`src/rtl/pong_frame_sched.sv`:
```
// Pong game-flow scheduler: serve/play/point/over sequencing and per-frame datapath phase strobes.
// Optional pause support is compiled in with the PONG_PAUSE_EN macro.
module pong_frame_sched #(
    parameter int unsigned FRAME_DIV    = 2,
    parameter int unsigned SERVE_FRAMES = 60,
    parameter int unsigned POINT_FRAMES = 30,
    parameter int unsigned WIN_SCORE    = 9
) (
    input  logic       clk,
    input  logic       rst,
    input  logic       frame_tick,
    input  logic       start_btn,
    input  logic       pause_btn,
    input  logic       miss_left,
    input  logic       miss_right,
    output logic       paddle_step,
    output logic       ai_step,
    output logic       ball_step,
    output logic       collide_eval,
    output logic       ball_center,
    output logic       serve_dir,
    output logic [3:0] score_p,
    output logic [3:0] score_o,
    output logic [2:0] state,
    output logic       busy
);

    localparam int unsigned CNT_W   = 8;
    localparam int unsigned SCORE_W = 4;
    localparam int unsigned PHASE_W = 2;

    localparam logic [CNT_W-1:0]   FRAME_LAST = CNT_W'(FRAME_DIV - 1);
    localparam logic [CNT_W-1:0]   SERVE_LAST = CNT_W'(SERVE_FRAMES - 1);
    localparam logic [CNT_W-1:0]   POINT_LAST = CNT_W'(POINT_FRAMES - 1);
    localparam logic [SCORE_W-1:0] WIN        = SCORE_W'(WIN_SCORE);

    typedef enum logic [2:0] {
        IDLE  = 3'd0,
        SERVE = 3'd1,
        PLAY  = 3'd2,
        POINT = 3'd3,
        OVER  = 3'd4,
        PAUSE = 3'd5
    } state_e;

    state_e               state_q, state_d;
    logic [CNT_W-1:0]     frame_cnt_q, frame_cnt_d;
    logic [PHASE_W-1:0]   phase_q, phase_d;
    logic                 busy_q, busy_d;
    logic                 paddle_step_q, paddle_step_d;
    logic                 ai_step_q, ai_step_d;
    logic                 ball_step_q, ball_step_d;
    logic                 collide_eval_q, collide_eval_d;
    logic                 ball_center_q, ball_center_d;
    logic                 serve_dir_q, serve_dir_d;
    logic [SCORE_W-1:0]   score_p_q, score_p_d;
    logic [SCORE_W-1:0]   score_o_q, score_o_d;
    logic                 miss_l_q, miss_l_d;
    logic                 miss_r_q, miss_r_d;
    logic                 pause_rise_c;

`ifdef PONG_PAUSE_EN
    logic pause_q, pause_d;

    // Registered edge detect on the pause button
    assign pause_d      = pause_btn;
    assign pause_rise_c = pause_btn & ~pause_q;

    always_ff @(posedge clk) begin
        if (rst) pause_q <= 1'b0;
        else     pause_q <= pause_d;
    end
`else
    logic unused_pause;

    assign unused_pause = pause_btn;
    assign pause_rise_c = 1'b0;
`endif

    // Saturating score increment, capped at the winning score
    function automatic logic [SCORE_W-1:0] sat_inc(input logic [SCORE_W-1:0] s);
        return (s >= WIN) ? WIN : s + SCORE_W'(1);
    endfunction

    always_comb begin
        state_d        = state_q;
        frame_cnt_d    = frame_cnt_q;
        phase_d        = phase_q;
        busy_d         = busy_q;
        paddle_step_d  = 1'b0;
        ai_step_d      = 1'b0;
        ball_step_d    = 1'b0;
        collide_eval_d = 1'b0;
        ball_center_d  = 1'b0;
        serve_dir_d    = serve_dir_q;
        score_p_d      = score_p_q;
        score_o_d      = score_o_q;
        miss_l_d       = miss_l_q;
        miss_r_d       = miss_r_q;

        case (state_q)
            IDLE: begin
                if (start_btn) begin
                    state_d       = SERVE;
                    frame_cnt_d   = '0;
                    score_p_d     = '0;
                    score_o_d     = '0;
                    serve_dir_d   = 1'b1;
                    ball_center_d = 1'b1;
                end
            end

            SERVE: begin
                if (frame_tick) begin
                    if (frame_cnt_q == SERVE_LAST) begin
                        state_d     = PLAY;
                        frame_cnt_d = '0;
                    end else begin
                        frame_cnt_d = frame_cnt_q + CNT_W'(1);
                    end
                end
            end

            PLAY: begin
                if (busy_q) begin
                    // Update sequence S0..S3; ticks and pause edges are dropped while busy
                    case (phase_q)
                        2'd0: begin
                            phase_d     = 2'd1;
                            ball_step_d = 1'b1;
                        end
                        2'd1: begin
                            phase_d        = 2'd2;
                            collide_eval_d = 1'b1;
                        end
                        2'd2: begin
                            phase_d  = 2'd3;
                            miss_l_d = miss_left;
                            miss_r_d = miss_right;
                        end
                        default: begin
                            phase_d = 2'd0;
                            busy_d  = 1'b0;
                            if (miss_l_q || miss_r_q) begin
                                state_d     = POINT;
                                frame_cnt_d = '0;
                            end
                            if (miss_l_q && !miss_r_q) begin
                                score_p_d   = sat_inc(score_p_q);
                                serve_dir_d = 1'b0;
                            end else if (miss_r_q && !miss_l_q) begin
                                score_o_d   = sat_inc(score_o_q);
                                serve_dir_d = 1'b1;
                            end else if (miss_l_q && miss_r_q) begin
                                serve_dir_d = ~serve_dir_q;
                            end
                        end
                    endcase
                end else if (pause_rise_c) begin
                    // Frame counter deliberately kept across the pause
                    state_d = PAUSE;
                end else if (frame_tick) begin
                    if (frame_cnt_q == FRAME_LAST) begin
                        frame_cnt_d   = '0;
                        busy_d        = 1'b1;
                        phase_d       = 2'd0;
                        paddle_step_d = 1'b1;
                        ai_step_d     = 1'b1;
                    end else begin
                        frame_cnt_d = frame_cnt_q + CNT_W'(1);
                    end
                end
            end

            POINT: begin
                if (frame_tick) begin
                    if (frame_cnt_q == POINT_LAST) begin
                        frame_cnt_d   = '0;
                        ball_center_d = 1'b1;
                        state_d       = ((score_p_q == WIN) || (score_o_q == WIN)) ? OVER : SERVE;
                    end else begin
                        frame_cnt_d = frame_cnt_q + CNT_W'(1);
                    end
                end
            end

            OVER: begin
                if (start_btn) begin
                    state_d     = IDLE;
                    frame_cnt_d = '0;
                end
            end

            PAUSE: begin
                if (pause_rise_c) state_d = PLAY;
            end

            default: begin
                state_d     = IDLE;
                frame_cnt_d = '0;
                busy_d      = 1'b0;
                phase_d     = 2'd0;
            end
        endcase
    end

    always_ff @(posedge clk) begin
        if (rst) begin
            state_q        <= IDLE;
            frame_cnt_q    <= '0;
            phase_q        <= '0;
            busy_q         <= 1'b0;
            paddle_step_q  <= 1'b0;
            ai_step_q      <= 1'b0;
            ball_step_q    <= 1'b0;
            collide_eval_q <= 1'b0;
            ball_center_q  <= 1'b0;
            serve_dir_q    <= 1'b1;
            score_p_q      <= '0;
            score_o_q      <= '0;
            miss_l_q       <= 1'b0;
            miss_r_q       <= 1'b0;
        end else begin
            state_q        <= state_d;
            frame_cnt_q    <= frame_cnt_d;
            phase_q        <= phase_d;
            busy_q         <= busy_d;
            paddle_step_q  <= paddle_step_d;
            ai_step_q      <= ai_step_d;
            ball_step_q    <= ball_step_d;
            collide_eval_q <= collide_eval_d;
            ball_center_q  <= ball_center_d;
            serve_dir_q    <= serve_dir_d;
            score_p_q      <= score_p_d;
            score_o_q      <= score_o_d;
            miss_l_q       <= miss_l_d;
            miss_r_q       <= miss_r_d;
        end
    end

    assign paddle_step  = paddle_step_q;
    assign ai_step      = ai_step_q;
    assign ball_step    = ball_step_q;
    assign collide_eval = collide_eval_q;
    assign ball_center  = ball_center_q;
    assign serve_dir    = serve_dir_q;
    assign score_p      = score_p_q;
    assign score_o      = score_o_q;
    assign state        = state_q;
    assign busy         = busy_q;

endmodule

```
`config.mk`:
```
export PLATFORM = sky130hd
export DESIGN_NAME = pong_frame_sched
export DESIGN_NICKNAME = d
export VERILOG_FILES = /design/src/rtl/pong_frame_sched.sv
export SDC_FILE = /design/constraint.sdc
export NUM_CORES = 1
export LEC_CHECK = 0
export ABC_AREA = 0
export BUFFER_PORTS_ARGS = -buffer_cell sky130_fd_sc_hd__buf_2
export CELL_PAD_IN_SITES_DETAIL_PLACEMENT = 2
export CELL_PAD_IN_SITES_GLOBAL_PLACEMENT = 2
export CORE_MARGIN = 5
export CORE_UTILIZATION = 34
export CTS_CLUSTER_SIZE = 16
export DETAILED_ROUTE_END_ITERATION = 12
export PLACE_DENSITY = 0.84
export SLEW_MARGIN = 10
export SYNTH_ARGS = -nofsm -noshare
export SYNTH_HDL_FRONTEND = slang
export SYNTH_SLANG_ARGS = --single-unit
```
`constraint.sdc`:
```
create_clock -name clk -period 2.6 [get_ports clk]
set_input_delay 0.39 -clock clk [delete_from_list [all_inputs] [get_ports clk]]
set_output_delay 0.39 -clock clk [all_outputs]
set_load 0.01 [all_outputs]
```
After elaboration in Yosys (flattened, before gate mapping)
Index checks and enable logic that the tools add are counted.

Output and inout port bits: 18. Bits of input ports: 7. Logic and storage cells: 132. Flip-flop bits (word level): 29.

Magnitude comparators: 2. Add/sub/neg operators: 3. Reduce and logical (&&, ||, !) cells: 22. Muxes and demuxes: 57. Equal/unequal tests: 30. Bitwise logic cells: 5.

Operators with widths (number): $mux 8 (10); $mux 4 (10); $pmux 8 s5 (1); $mux 3 (10); $ne 2x2->1 const B (12); $pmux 3 s6 (1); $pmux 4 s2 (2); $mux 1 (15); $ne 3x3->1 const B (4); $reduce_and 10->1 (1); $reduce_and 5->1 (2); $reduce_or 3->1 (3); $add 4x1->4 const B (2); $add 8x1->8 const B (1); $eq 4x4->1 const B (2); $eq 8x1->1 const B (1); $eq 8x5->1 const B (1); $eq 8x6->1 const B (1); $ge 4x4->1 const B (2); $reduce_and 7->1 (1); $eq 3x2->1 const B (2); $eq 3x3->1 const B (2); $mux 2 (3); $pmux 1 s2 (3); other kinds (18) (27).

Longest topological paths before layout
Gate-level depths: netlist of the first run.

Depth in word-level cells: 7. Depth in mapped cells: 8. Depth with buffers taken out: 7.

Least setup slack after synthesis of the first run
OpenSTA, ideal clock, no wires.

Kind: register -> register. From: register miss_l_q. To: register frame_cnt_q[7]. Library setup time: 126 ps. Required time: 2474 ps. Slack: 816 ps. Data arrival time: 1658 ps. Stages on the path, launching flop included: 9. Path through: dfxtp_1 -> inv_1 -> ha_1 -> nand3b_1 -> a311o_1 -> and2_1 -> buf_2 -> a221oi_1 -> a21oi_1.

Longest elaborated chain between the ends: 3.

RTL lines: from (decl) (RTL line 58) `logic miss_l_q, miss_l_d;`; from (signal assigned) (RTL line 236) `miss_l_q <= miss_l_d;`; $logic_or 1x1->1 (RTL line 144) `if (miss_l_q || miss_r_q) begin`; $ne 3x3->1 (no source line); $reduce_and 7->1 (no source line); to (signal assigned) (RTL line 225) `frame_cnt_q <= frame_cnt_d;`; to (decl) (RTL line 47) `logic [CNT_W-1:0] frame_cnt_q, frame_cnt_d;`.

Every way passes these cells. A chain may end at the register's enable or synchronous reset.

Final worst setup path of the first run
From: register miss_r_q. To: register frame_cnt_q[7].

Longest elaborated chain between the ends: 3.

RTL lines: from (decl) (RTL line 59) `logic miss_r_q, miss_r_d;`; from (signal assigned) (RTL line 237) `miss_r_q <= miss_r_d;`; $logic_or 1x1->1 (RTL line 144); $ne 3x3->1 (no source line); $reduce_and 7->1 (no source line).

Every way passes these cells.

==> impl_results.md, run 1 <==
- Run status: complete, no violations
- Worst hold slack: 0.361 ns
- H-tree Lvls: 2
- Post-Synthesis Cell Area: 1860 sq um
- Drt drc: 0
- Synthesis warning total: 0
- Synth top area cells: dfxtp_1, ha_1, nor2_1, nand2_1, a21oi_1
- Layout cell share with drive strength beyond 1: 19.2%
- Max-Cap Viols: 0
- Endpoints failing setup: 0
- Drt first pass iters: 4
- Root Buffer: clkbuf_8
- Initial antenna violation count: 0
- Cell Pwr Density: 706 nW/um^2
- Post-DP HPWL: 3.80 mm
- Fillers: 641
- Post-Syn Area per Cell: 8.48 sq um
- Sequential fraction of the synthesis area: 31.3%
- RSZ-0062 raised after global routing: no
- Gr ovfl total: 0
- Final hold violations: 0
- Vias in the first global route: 1894
- Clock transition at path regs: 0.06 ns
- # IOs: 25
- Core Region: 5410 sq um
- Routed via count: 1664
- Synth top area share: 31.3%
- Placed cell count: 304
- CTS tree: done
- Cell Count, Final, Fillers Out: 312
- CP max FO: 8
- Crit path DAT: 2.17 ns
- #FFs+latches synth: 29
- Post-Synthesis Cells: 219
- Nets@finish: 262
- Mapped Nets: 242
- Post-route ant nets: 0
- # rows: 27
- Clock Sink Count: 29
- Number of flops mapped to enable cells by yosys: 0
- Pins Over Slew Limit: 0
- Die Area: 7040 sq um
- Slew HR: 65.5%
- Avg Vias per Cell: 5.33
- # diodes: 0
- Most repeated cell in the gate-level netlist after synthesis: dfxtp_1
- Final core utilization: 38.8%
- Number of distinct library cells after synthesis: 48
- Drt wl/cell: 16.2 microns
- CP Launch Type: flop
- DRT iter0 DRCs: 19
- Synth Flop Type: dfxtp_1
- VDD IR-drop max: 0.000303 V
- Post-cts resize count: 0
- Initial Utilization: 34.4%
- Area growth syn-to-layout: 12.8%
- Setup repair bufs after CTS: 0
- Hold/Removal Path Class: in2reg
- Final Cycle Share: 77.3%
- Maximum operating frequency: 497 MHz
- Worst Clk Skew: 0.00592 ns
- First-pass GRT wire length: 9.03 mm
- Post-synth ARST share: 0%
- Routability congestion estimate: 0.772
- Leak: 0.816 nW
- Commonest cells post-synth: dfxtp_1, nor2_1, nand2_1
- Die W: 83.9 microns
- Port-buffer cells: 23
- Crit end category: flop
- Clock Tree Buf Depth: 2
- Largest net degree at the start of global routing: 17
- Post-synth top area cell: dfxtp_1
- CP required: 2.76 ns
- Least-Margin Pin Slew: 0.517 ns
- Minimum clock period: 2.01 ns
- Setup CP Type: reg2reg
- CTS Hold Bufs: 0
- Routed WL: 5.05 mm
- Clk_lat worst skew: 0.27 ns
- Setup TNS Final: 0 ns
- GRT Resource Usage Total: 15.4%
- Die Y: 83.9 microns
- Clock buffer count from CTS: 5
==> critical path, stage by stage (launching register included) <==
cell	delay, ns
dfxtp_1	0.40
inv_1	0.10
ha_1	0.20
nand3b_1	0.16
a311o_1	0.36
and2_1	0.27
a221oi_1	0.32
a21oi_1	0.08
==> layout by cell type (no fill, tap or decap), types with 2 or more instances in the layout <==
| master | netlist | layout |
|---|---|---|
| dfxtp_1 | 29 | 29 |
| buf_2 | 7 | 23 |
| nor2_1 | 20 | 20 |
| nand2_1 | 18 | 18 |
| ha_1 | 16 | 16 |
| inv_1 | 12 | 12 |
| a21oi_1 | 12 | 12 |
| nand3_1 | 11 | 11 |
| nand3b_1 | 6 | 6 |
| nor3_1 | 5 | 5 |
| nand4b_1 | 5 | 5 |
| a31oi_1 | 5 | 5 |
| o21ai_0 | 5 | 5 |
| and3_1 | 5 | 5 |
| mux2i_1 | 5 | 5 |
| clkbuf_8 | 0 | 5 |
| nand2b_1 | 4 | 4 |
| nor2b_1 | 4 | 4 |
| o211ai_1 | 4 | 4 |
| nor4_1 | 3 | 3 |
| o211ai_2 | 3 | 3 |
| a41oi_1 | 3 | 3 |
| buf_4 | 2 | 3 |
| and4_1 | 2 | 2 |
| a211o_1 | 2 | 2 |
| a22oi_1 | 2 | 2 |
| and2_1 | 2 | 2 |
| o31ai_1 | 2 | 2 |
| a21oi_2 | 2 | 2 |
| a211oi_1 | 2 | 2 |
| clkinv_2 | 0 | 2 |
==> path summary, 6_finish.rpt <==
check                                from                     endpoint  slack (ns)  cells after the start
setup reg to reg    miss_r_q$_SDFFE_PP0P_  frame_cnt_q[7]$_SDFFE_PP0P_        0.59                      7
hold reg to reg   score_o[2]$_SDFFE_PP0P_      score_o[2]$_SDFFE_PP0P_        0.51                      2
setup / recovery    miss_r_q$_SDFFE_PP0P_  frame_cnt_q[7]$_SDFFE_PP0P_        0.59                      7
hold / removal                 miss_right        miss_r_q$_SDFFE_PP0P_        0.36                      3
==> through the flow <==
step | worst slack (ns) | area, sq um | power, W
after floorplan | 0.816 | 1860 | 0.000998
after detailed placement | 0.612 | 2010 | 0.00114
after CTS | 0.563 | 2090 | 0.00151
after global placement | 0.615 | 2010 | 0.00112
final | 0.590 | 2090 | 0.00148
after global routing | 0.422 | 2090 | 0.00159
==> registers in the layout, summed over array words and instances, names as in the netlist <==
signal	count
score_o	4
frame_cnt_q	8
phase_q	2
miss_r_q	1
state	3
ball_step	1
busy	1
serve_dir	1
ball_center	1
score_p	4
miss_l_q	1
collide_eval	1
ai_step	1
==> routing by layer <==
metal	wire length, microns	vias to the layer above	GRT usage [%]
li1	-	825	-
met4	55	0	3.65
met3	98	6	3.16
met5	0	-	0
met2	2650	16	28.6
met1	2240	817	17.9
==> cell families after synthesis <==
group	count (synthesis)	share of synthesized area, %
compound gates	52	21.5
fa+ha+maj	16	10.8
buf+inv	25	6.33
flops	29	31.3
mux	6	3.30
simple gates	91	26.8
==> final cells by class <==
type / count / area, sq um / area share (%)
timing repair buffer: 26 / 138 / 6.57
clock buffer: 6 / 72.6 / 3.46
sequential: 29 / 581 / 27.7
clock inverter: 2 / 10.0 / 0.478
tap: 72 / 90.1 / 4.30
multi-input combinational: 165 / 1160 / 55.3
inverter: 12 / 45.0 / 2.15
==> power by group <==
part	leakage, nW	internal (W)	total, W	switching, W
Sequential	0.234	0.000480	0.000550	0.0000708
Combinational	0.536	0.000208	0.000573	0.000365
Clock	0.0450	0.000185	0.000355	0.000170
Total	0.816	0.000872	0.00148	0.000607
No activity file was read; power rests on OpenSTA's default activity.
==> inputs of run 2 (changes only) <==
--- a/config.mk
+++ b/config.mk
@@ -5,15 +5,15 @@
 export SDC_FILE = /design/constraint.sdc
 export NUM_CORES = 1
 export LEC_CHECK = 0
-export ABC_AREA = 0
+export ABC_AREA = 1
 export BUFFER_PORTS_ARGS = -buffer_cell sky130_fd_sc_hd__buf_2
 export CELL_PAD_IN_SITES_DETAIL_PLACEMENT = 2
 export CELL_PAD_IN_SITES_GLOBAL_PLACEMENT = 2
 export CORE_MARGIN = 5
-export CORE_UTILIZATION = 34
+export CORE_UTILIZATION = 29
 export CTS_CLUSTER_SIZE = 16
 export DETAILED_ROUTE_END_ITERATION = 12
-export PLACE_DENSITY = 0.84
+export PLACE_DENSITY = 0.82
 export SLEW_MARGIN = 10
 export SYNTH_ARGS = -nofsm -noshare
 export SYNTH_HDL_FRONTEND = slang
==> constraint.sdc (replaced) <==
create_clock -name clk -period 1.65 [get_ports clk]
set_input_delay 0.2475 -clock clk [delete_from_list [all_inputs] [get_ports clk]]
set_output_delay 0.2475 -clock clk [all_outputs]
set_load 0.01 [all_outputs]
==> impl_results.md, run 2 <==
- CP max FO: 3
- Minimum clock period: 1.55 ns
- Number of flops mapped to enable cells by yosys: 0
- Nets@finish: 349
- H-tree Lvls: 2
- Most repeated cell in the gate-level netlist after synthesis: nand2_1
- Sw Pwr: 0.00154 W
- Routability congestion estimate: 0.768
- Endpoints failing setup: 0
- GRT Resource Usage Total: 15.8%
- Final core utilization: 35.4%
- Hold/Removal Path Class: in2reg
- Least-Margin Pin Slew: 0.628 ns
- Leak: 1.07 nW
- # IOs: 25
- Routed WL: 6.39 mm
- Commonest cells post-synth: nand2_1, nor2_1, inv_1
- Drt first pass iters: 4
- First-pass GRT wire length: 10.7 mm
- Final hold violations: 0
- CP Launch Type: flop
- Final Cycle Share: 93.8%
- Setup CP Type: reg2reg
- Drt drc: 0
- #FFs+latches synth: 29
- Biggest register: frame_cnt_q
- P_int: 0.00174 W
- Most frequent cells in the layout: nand2_1, inv_1, nor2_1
- DRT iter0 DRCs: 29
- Sequential power share: 28.3%
- Core Region: 6720 sq um
- Mapped Nets: 311
- Max-Cap Viols: 0
- Run status: complete, no violations
- Clock Tree Buf Depth: 2
- Slew HR: 58.1%
- Synth Flop Type: dfxtp_1
- Port-buffer cells: 23
- Cell Count, Final, Fillers Out: 407
- Net Sw Frac: 46.9%
- CTS tree: done
- Clk_lat worst skew: 0.30 ns
- Number of distinct library cells after synthesis: 29
- Placed cell count: 393
- Post-synth top area cell: dfxtp_1
- Post-Synthesis Cells: 288
- Most common cell after layout, fill and taps aside: nand2_1
- Post-route ant nets: 0
- Avg Vias per Cell: 4.87
- Initial Utilization: 29.4%
- Routed via count: 1981
- Pwr Total: 0.00327 W
- Vias in the first global route: 2201
- Clk pwr share: 18.5%
- Gr ovfl total: 0
- CP required: 1.84 ns
- CTS Hold Bufs: 0
- Die Area: 8570 sq um
- # diodes: 0
- Post-DP HPWL: 4.76 mm
- Die W: 92.6 microns
- Post-synth ARST share: 0%
- Largest net degree at the start of global routing: 16
- Setup TNS Final: 0 ns
- Synth top area share: 29.3%
- Drt wl/cell: 15.7 microns
- Cell Pwr Density: 1380 nW/um^2
- Worst Clk Skew: 0.00679 ns
- Clock Sink Count: 29
- Max FFs per register: 8
- Sequential fraction of the synthesis area: 29.3%
- Clock transition at path regs: 0.07 ns
- Die Y: 92.6 microns
- # rows: 30
- Crit end category: flop
- Post-Synthesis Cell Area: 1980 sq um
- Crit path DAT: 1.74 ns
- Maximum operating frequency: 646 MHz
- Synth top area cells: dfxtp_1, nand2_1, ha_1, nor2_1, inv_1
- Clock buffer count from CTS: 5
- Root Buffer: clkbuf_8
- Layout cell share with drive strength beyond 1: 27.2%
- Post-Syn Area per Cell: 6.87 sq um
- Combinational share of power: 53.2%
- Initial antenna violation count: 0
- VDD IR-drop max: 0.000392 V
- Synthesis warning total: 0
- Area growth syn-to-layout: 20.2%
- Pins Over Slew Limit: 0
run 2: cell types whose count changed in the layout (fill, tap and decap cells not counted), moves of 8 or more:
cell	change
o21ai_0	+10
nand2_1	+47
nand3_1	+8
nor2_1	+12
inv_1	+21
buf_4	+9
run 2: cells by family after synthesis:
kind of cell	Yosys count	share of synthesized area, %
adder cells (fa/ha/maj)	16	10.1
AND/OR/NAND/NOR	154	38.2
AO/OA/AOI/OAI	42	11.3
XOR/XNOR	1	0.443
buffers and inverters	46	10.6
flip-flops	29	29.3
run 2: layout make-up:
cell class,count,area [sq um]
Tap cell,80,100
Clock buffer,5,68.8
Clock inverter,3,17.5
Sequential cell,29,589
Timing Repair Buffer,36,225
Inverter,41,156
Multi-Input combinational cell,213,1220
Fill cell,798,4340
run 2: worst max-delay path, stage by stage (launching register included):
cell and delay [ns]:
dfxtp_2 0.34, inv_2 0.06, ha_2 0.18, nand2_1 0.08, nor2_2 0.13, nand2_1 0.09
nand2_2 0.11, nand2_2 0.08, nor2_2 0.11, nand2_2 0.11, nand3_1 0.10, nor2_1 0.05
run 2: worst paths after layout:
path	slack [ns]	cells after the start	from	endpoint
worst max-delay path	0.10	11	frame_cnt_q[1]$_SDFFE_PP0P_	frame_cnt_q[6]$_SDFFE_PP0P_
worst min-delay path	0.24	3	miss_right	miss_r_q$_SDFFE_PP0P_
worst min register to register	0.49	2	phase_q[0]$_SDFFE_PP0P_	phase_q[0]$_SDFFE_PP0P_
worst max register to register	0.10	11	frame_cnt_q[1]$_SDFFE_PP0P_	frame_cnt_q[6]$_SDFFE_PP0P_
run 2: power by group through the flow:
stage                     sequential (W)  combinational [W]  clock, W
after floorplan                 0.000931            0.00114         0
after global routing            0.000954            0.00194  0.000660
after detailed placement        0.000936            0.00157         0
after CTS                       0.000923            0.00163  0.000631
after global placement          0.000927            0.00149         0
final                           0.000927            0.00174  0.000605
run 2: repair_timing:
item | 4_1_cts | 5_1_grt
buffers inserted | 3 | 3
resized for setup | 2 | 17
cloned | 0 | 0
endpoints found under the setup margin | 5 | 11
pin swaps | 1 | 3
run 2: metrics by stage:
stage	hold WS [ns]	setup slack [ns]	instance area (sq um)
6_report	0.238	0.102	2380
5_1_grt	0.245	-0.0247	2380
4_1_cts	0.226	0.0274	2300
3_5_place_dp	0.486	0.0102	2190
3_3_place_gp	0.470	0.115	2190
2_1_floorplan	0.317	0.344	1980
run 2: layer usage:
metal	global-route usage [%]	vias up	part of all wire, %
met1	18.7	962	45
met2	28.0	22	51
met5	0	-	0
li1	-	988	-
met4	5.82	0	1.6
met3	3.09	9	2.2
==> inputs of run 3 (changes only) <==
--- a/config.mk
+++ b/config.mk
@@ -10,10 +10,10 @@
 export CELL_PAD_IN_SITES_DETAIL_PLACEMENT = 2
 export CELL_PAD_IN_SITES_GLOBAL_PLACEMENT = 2
 export CORE_MARGIN = 5
-export CORE_UTILIZATION = 29
+export CORE_UTILIZATION = 34
 export CTS_CLUSTER_SIZE = 16
 export DETAILED_ROUTE_END_ITERATION = 12
-export PLACE_DENSITY = 0.82
+export PLACE_DENSITY = 0.89
 export SLEW_MARGIN = 10
 export SYNTH_ARGS = -nofsm -noshare
 export SYNTH_HDL_FRONTEND = slang
==> constraint.sdc (replaced) <==
create_clock -name clk -period 2 [get_ports clk]
set_input_delay 0.3 -clock clk [delete_from_list [all_inputs] [get_ports clk]]
set_output_delay 0.3 -clock clk [all_outputs]
set_load 0.01 [all_outputs]
==> impl_results.md, run 3 (synthesis gave the netlist of run 2 again) <==
- CTS tree: done
- Pins Over Slew Limit: 0
- Register area: 581 sq um
- Root Buffer: clkbuf_8
- # IOs: 25
- Leak: 1.00 nW
- Clock buffer count from CTS: 5
- Post-DP HPWL: 4.76 mm
- Crit end category: flop
- Clk pwr share: 19.7%
- CP max stage cell: dfxtp_1
- Die Y: 86.3 microns
- Net Sw Frac: 46.4%
- Largest net degree at the start of global routing: 16
- Cells on worst reg2reg path: 7
- Endpoints failing setup: 0
- Clock transition at path regs: 0.06 ns
- WHS Path Cells: 3
- CP Launch Type: flop
- Setup TNS Final: 0 ns
- Cell Pwr Density: 1120 nW/um^2
- Max FFs per register: 8
- P_int: 0.00133 W
- Final core utilization: 39.8%
- Clk_lat worst skew: 0.28 ns
- Nets@finish: 336
- VDD IR-drop max: 0.000389 V
- GRT Resource Usage Total: 17.5%
- DRT iter0 DRCs: 42
- CTS Hold Bufs: 0
- First-pass GRT wire length: 10.3 mm
- Setup CP Type: reg2reg
- Routed WL: 6.02 mm
- CP required: 2.17 ns
- Most common cell after layout, fill and taps aside: nand2_1
- Initial antenna violation count: 0
- Max-Cap Viols: 0
- Sw Pwr: 0.00115 W
- Least-Margin Pin Slew: 0.525 ns
- Die W: 86.3 microns
- Hold/Removal Path Class: in2reg
- Post-cts resize count: 0
- Area growth syn-to-layout: 12.0%
- Core Region: 5570 sq um
- Slew HR: 64.9%
- Max incr delay on CP: 0.54 ns
- # rows: 27
- Biggest register: frame_cnt_q
- Initial Utilization: 35.5%
- Layout cell share with drive strength beyond 1: 18.2%
- Drt drc: 0
- Clock Tree Buf Depth: 2
- Drt wl/cell: 15.6 microns
- Crit path buf inv count: 0
- Sequential power share: 30.7%
- CP max FO: 15
- Final hold violations: 0
- CP Depth: 7
- Port-buffer cells: 23
- Most used cell, CP: nor2_1
- Drt first pass iters: 4
- Post-route ant nets: 0
- Gr ovfl total: 0
- Clock Sink Count: 29
- Area of the multi-input gates: 1190 sq um
- Avg Vias per Cell: 5.01
- Maximum operating frequency: 581 MHz
- Crit-path cells: nand3_4 > nor2_1 > nor2_4 > nand2_2 > o21ai_1 > nand2_1 > nor2_1
- CP delay by family, top: simple AND/OR/NAND/NOR gates
- Final Cycle Share: 86.1%
- Routability congestion estimate: 0.798
- H-tree Lvls: 2
- # diodes: 0
- Vias in the first global route: 2098
- Run status: complete, no violations
- Minimum clock period: 1.72 ns
- Setup repair bufs after CTS: 0
- Routed via count: 1929
- RSZ-0062 raised after global routing: no
- Cell Count, Final, Fillers Out: 385
- Combinational share of power: 49.6%
- Placed cell count: 378
- Worst Clk Skew: 0.00510 ns
- Die Area: 7440 sq um
- Most frequent cells in the layout: nand2_1, nor2_1, inv_1
- Fillers: 687
- Crit path DAT: 1.90 ns
==> run 3: cell count changes in the layout (fill, tap and decap cells not counted), moves of 5 or more <==
cell,delta
buf_4,-12
dfxtp_1,+7
nor2_1,+5
nor2_2,-5
dfxtp_2,-7
==> run 3: path summary, 6_finish.rpt <==
kind | slack (ns) | end | from
setup reg to reg | 0.28 | frame_cnt_q[4]$_SDFFE_PP0P_ | state[1]$_SDFFE_PP0P_
hold reg to reg | 0.51 | frame_cnt_q[7]$_SDFFE_PP0P_ | frame_cnt_q[7]$_SDFFE_PP0P_
hold / removal | 0.29 | miss_l_q$_SDFFE_PP0P_ | miss_left
setup / recovery | 0.28 | frame_cnt_q[4]$_SDFFE_PP0P_ | state[1]$_SDFFE_PP0P_
==> run 3: routing by layer <==
metal,routed length (microns),share of wire (%),vias to the layer above,track usage [%]
li1,-,-,961,-
met1,2800,46,929,21.2
met2,2900,48,30,29.8
met3,210,3.5,9,4.94
met4,112,1.9,0,5.81
met5,0,0,-,0
==> run 3: cell type report <==
class,instances,area share [%]
flip-flops and latches,29,26.2
repair buffers,23,5.19
multi-input cells,213,53.6
inverters,41,7.06
clock buffers,7,3.90
well taps,72,4.07
==> run 3: worst reg2reg max path, stage by stage, from the launching register on <==
cell and delay (ns):
dfxtp_1 0.54, nand3_4 0.29, nor2_1 0.33, nor2_4 0.08, nand2_2 0.16, o21ai_1 0.10
nand2_1 0.06, nor2_1 0.04
==> run 3: power by group through the flow <==
stage	sequential, W	combinational [W]	clock [W]
after floorplan	0.000768	0.000937	0
after global placement	0.000766	0.00117	0
after detailed placement	0.000778	0.00125	0
after CTS	0.000765	0.00126	0.000503
after global routing	0.000780	0.00139	0.000540
final	0.000762	0.00123	0.000490
==> run 3: through the flow <==
stage / instance area, sq um / hold WS, ns / worst slack (ns) / total power (W)
floorplan: 1980 / 0.369 / 0.694 / 0.00170
global placement: 2130 / 0.472 / 0.421 / 0.00193
detailed placement: 2130 / 0.508 / 0.308 / 0.00203
CTS: 2220 / 0.294 / 0.275 / 0.00253
global route: 2220 / 0.318 / 0.118 / 0.00271
finish: 2220 / 0.289 / 0.279 / 0.00248
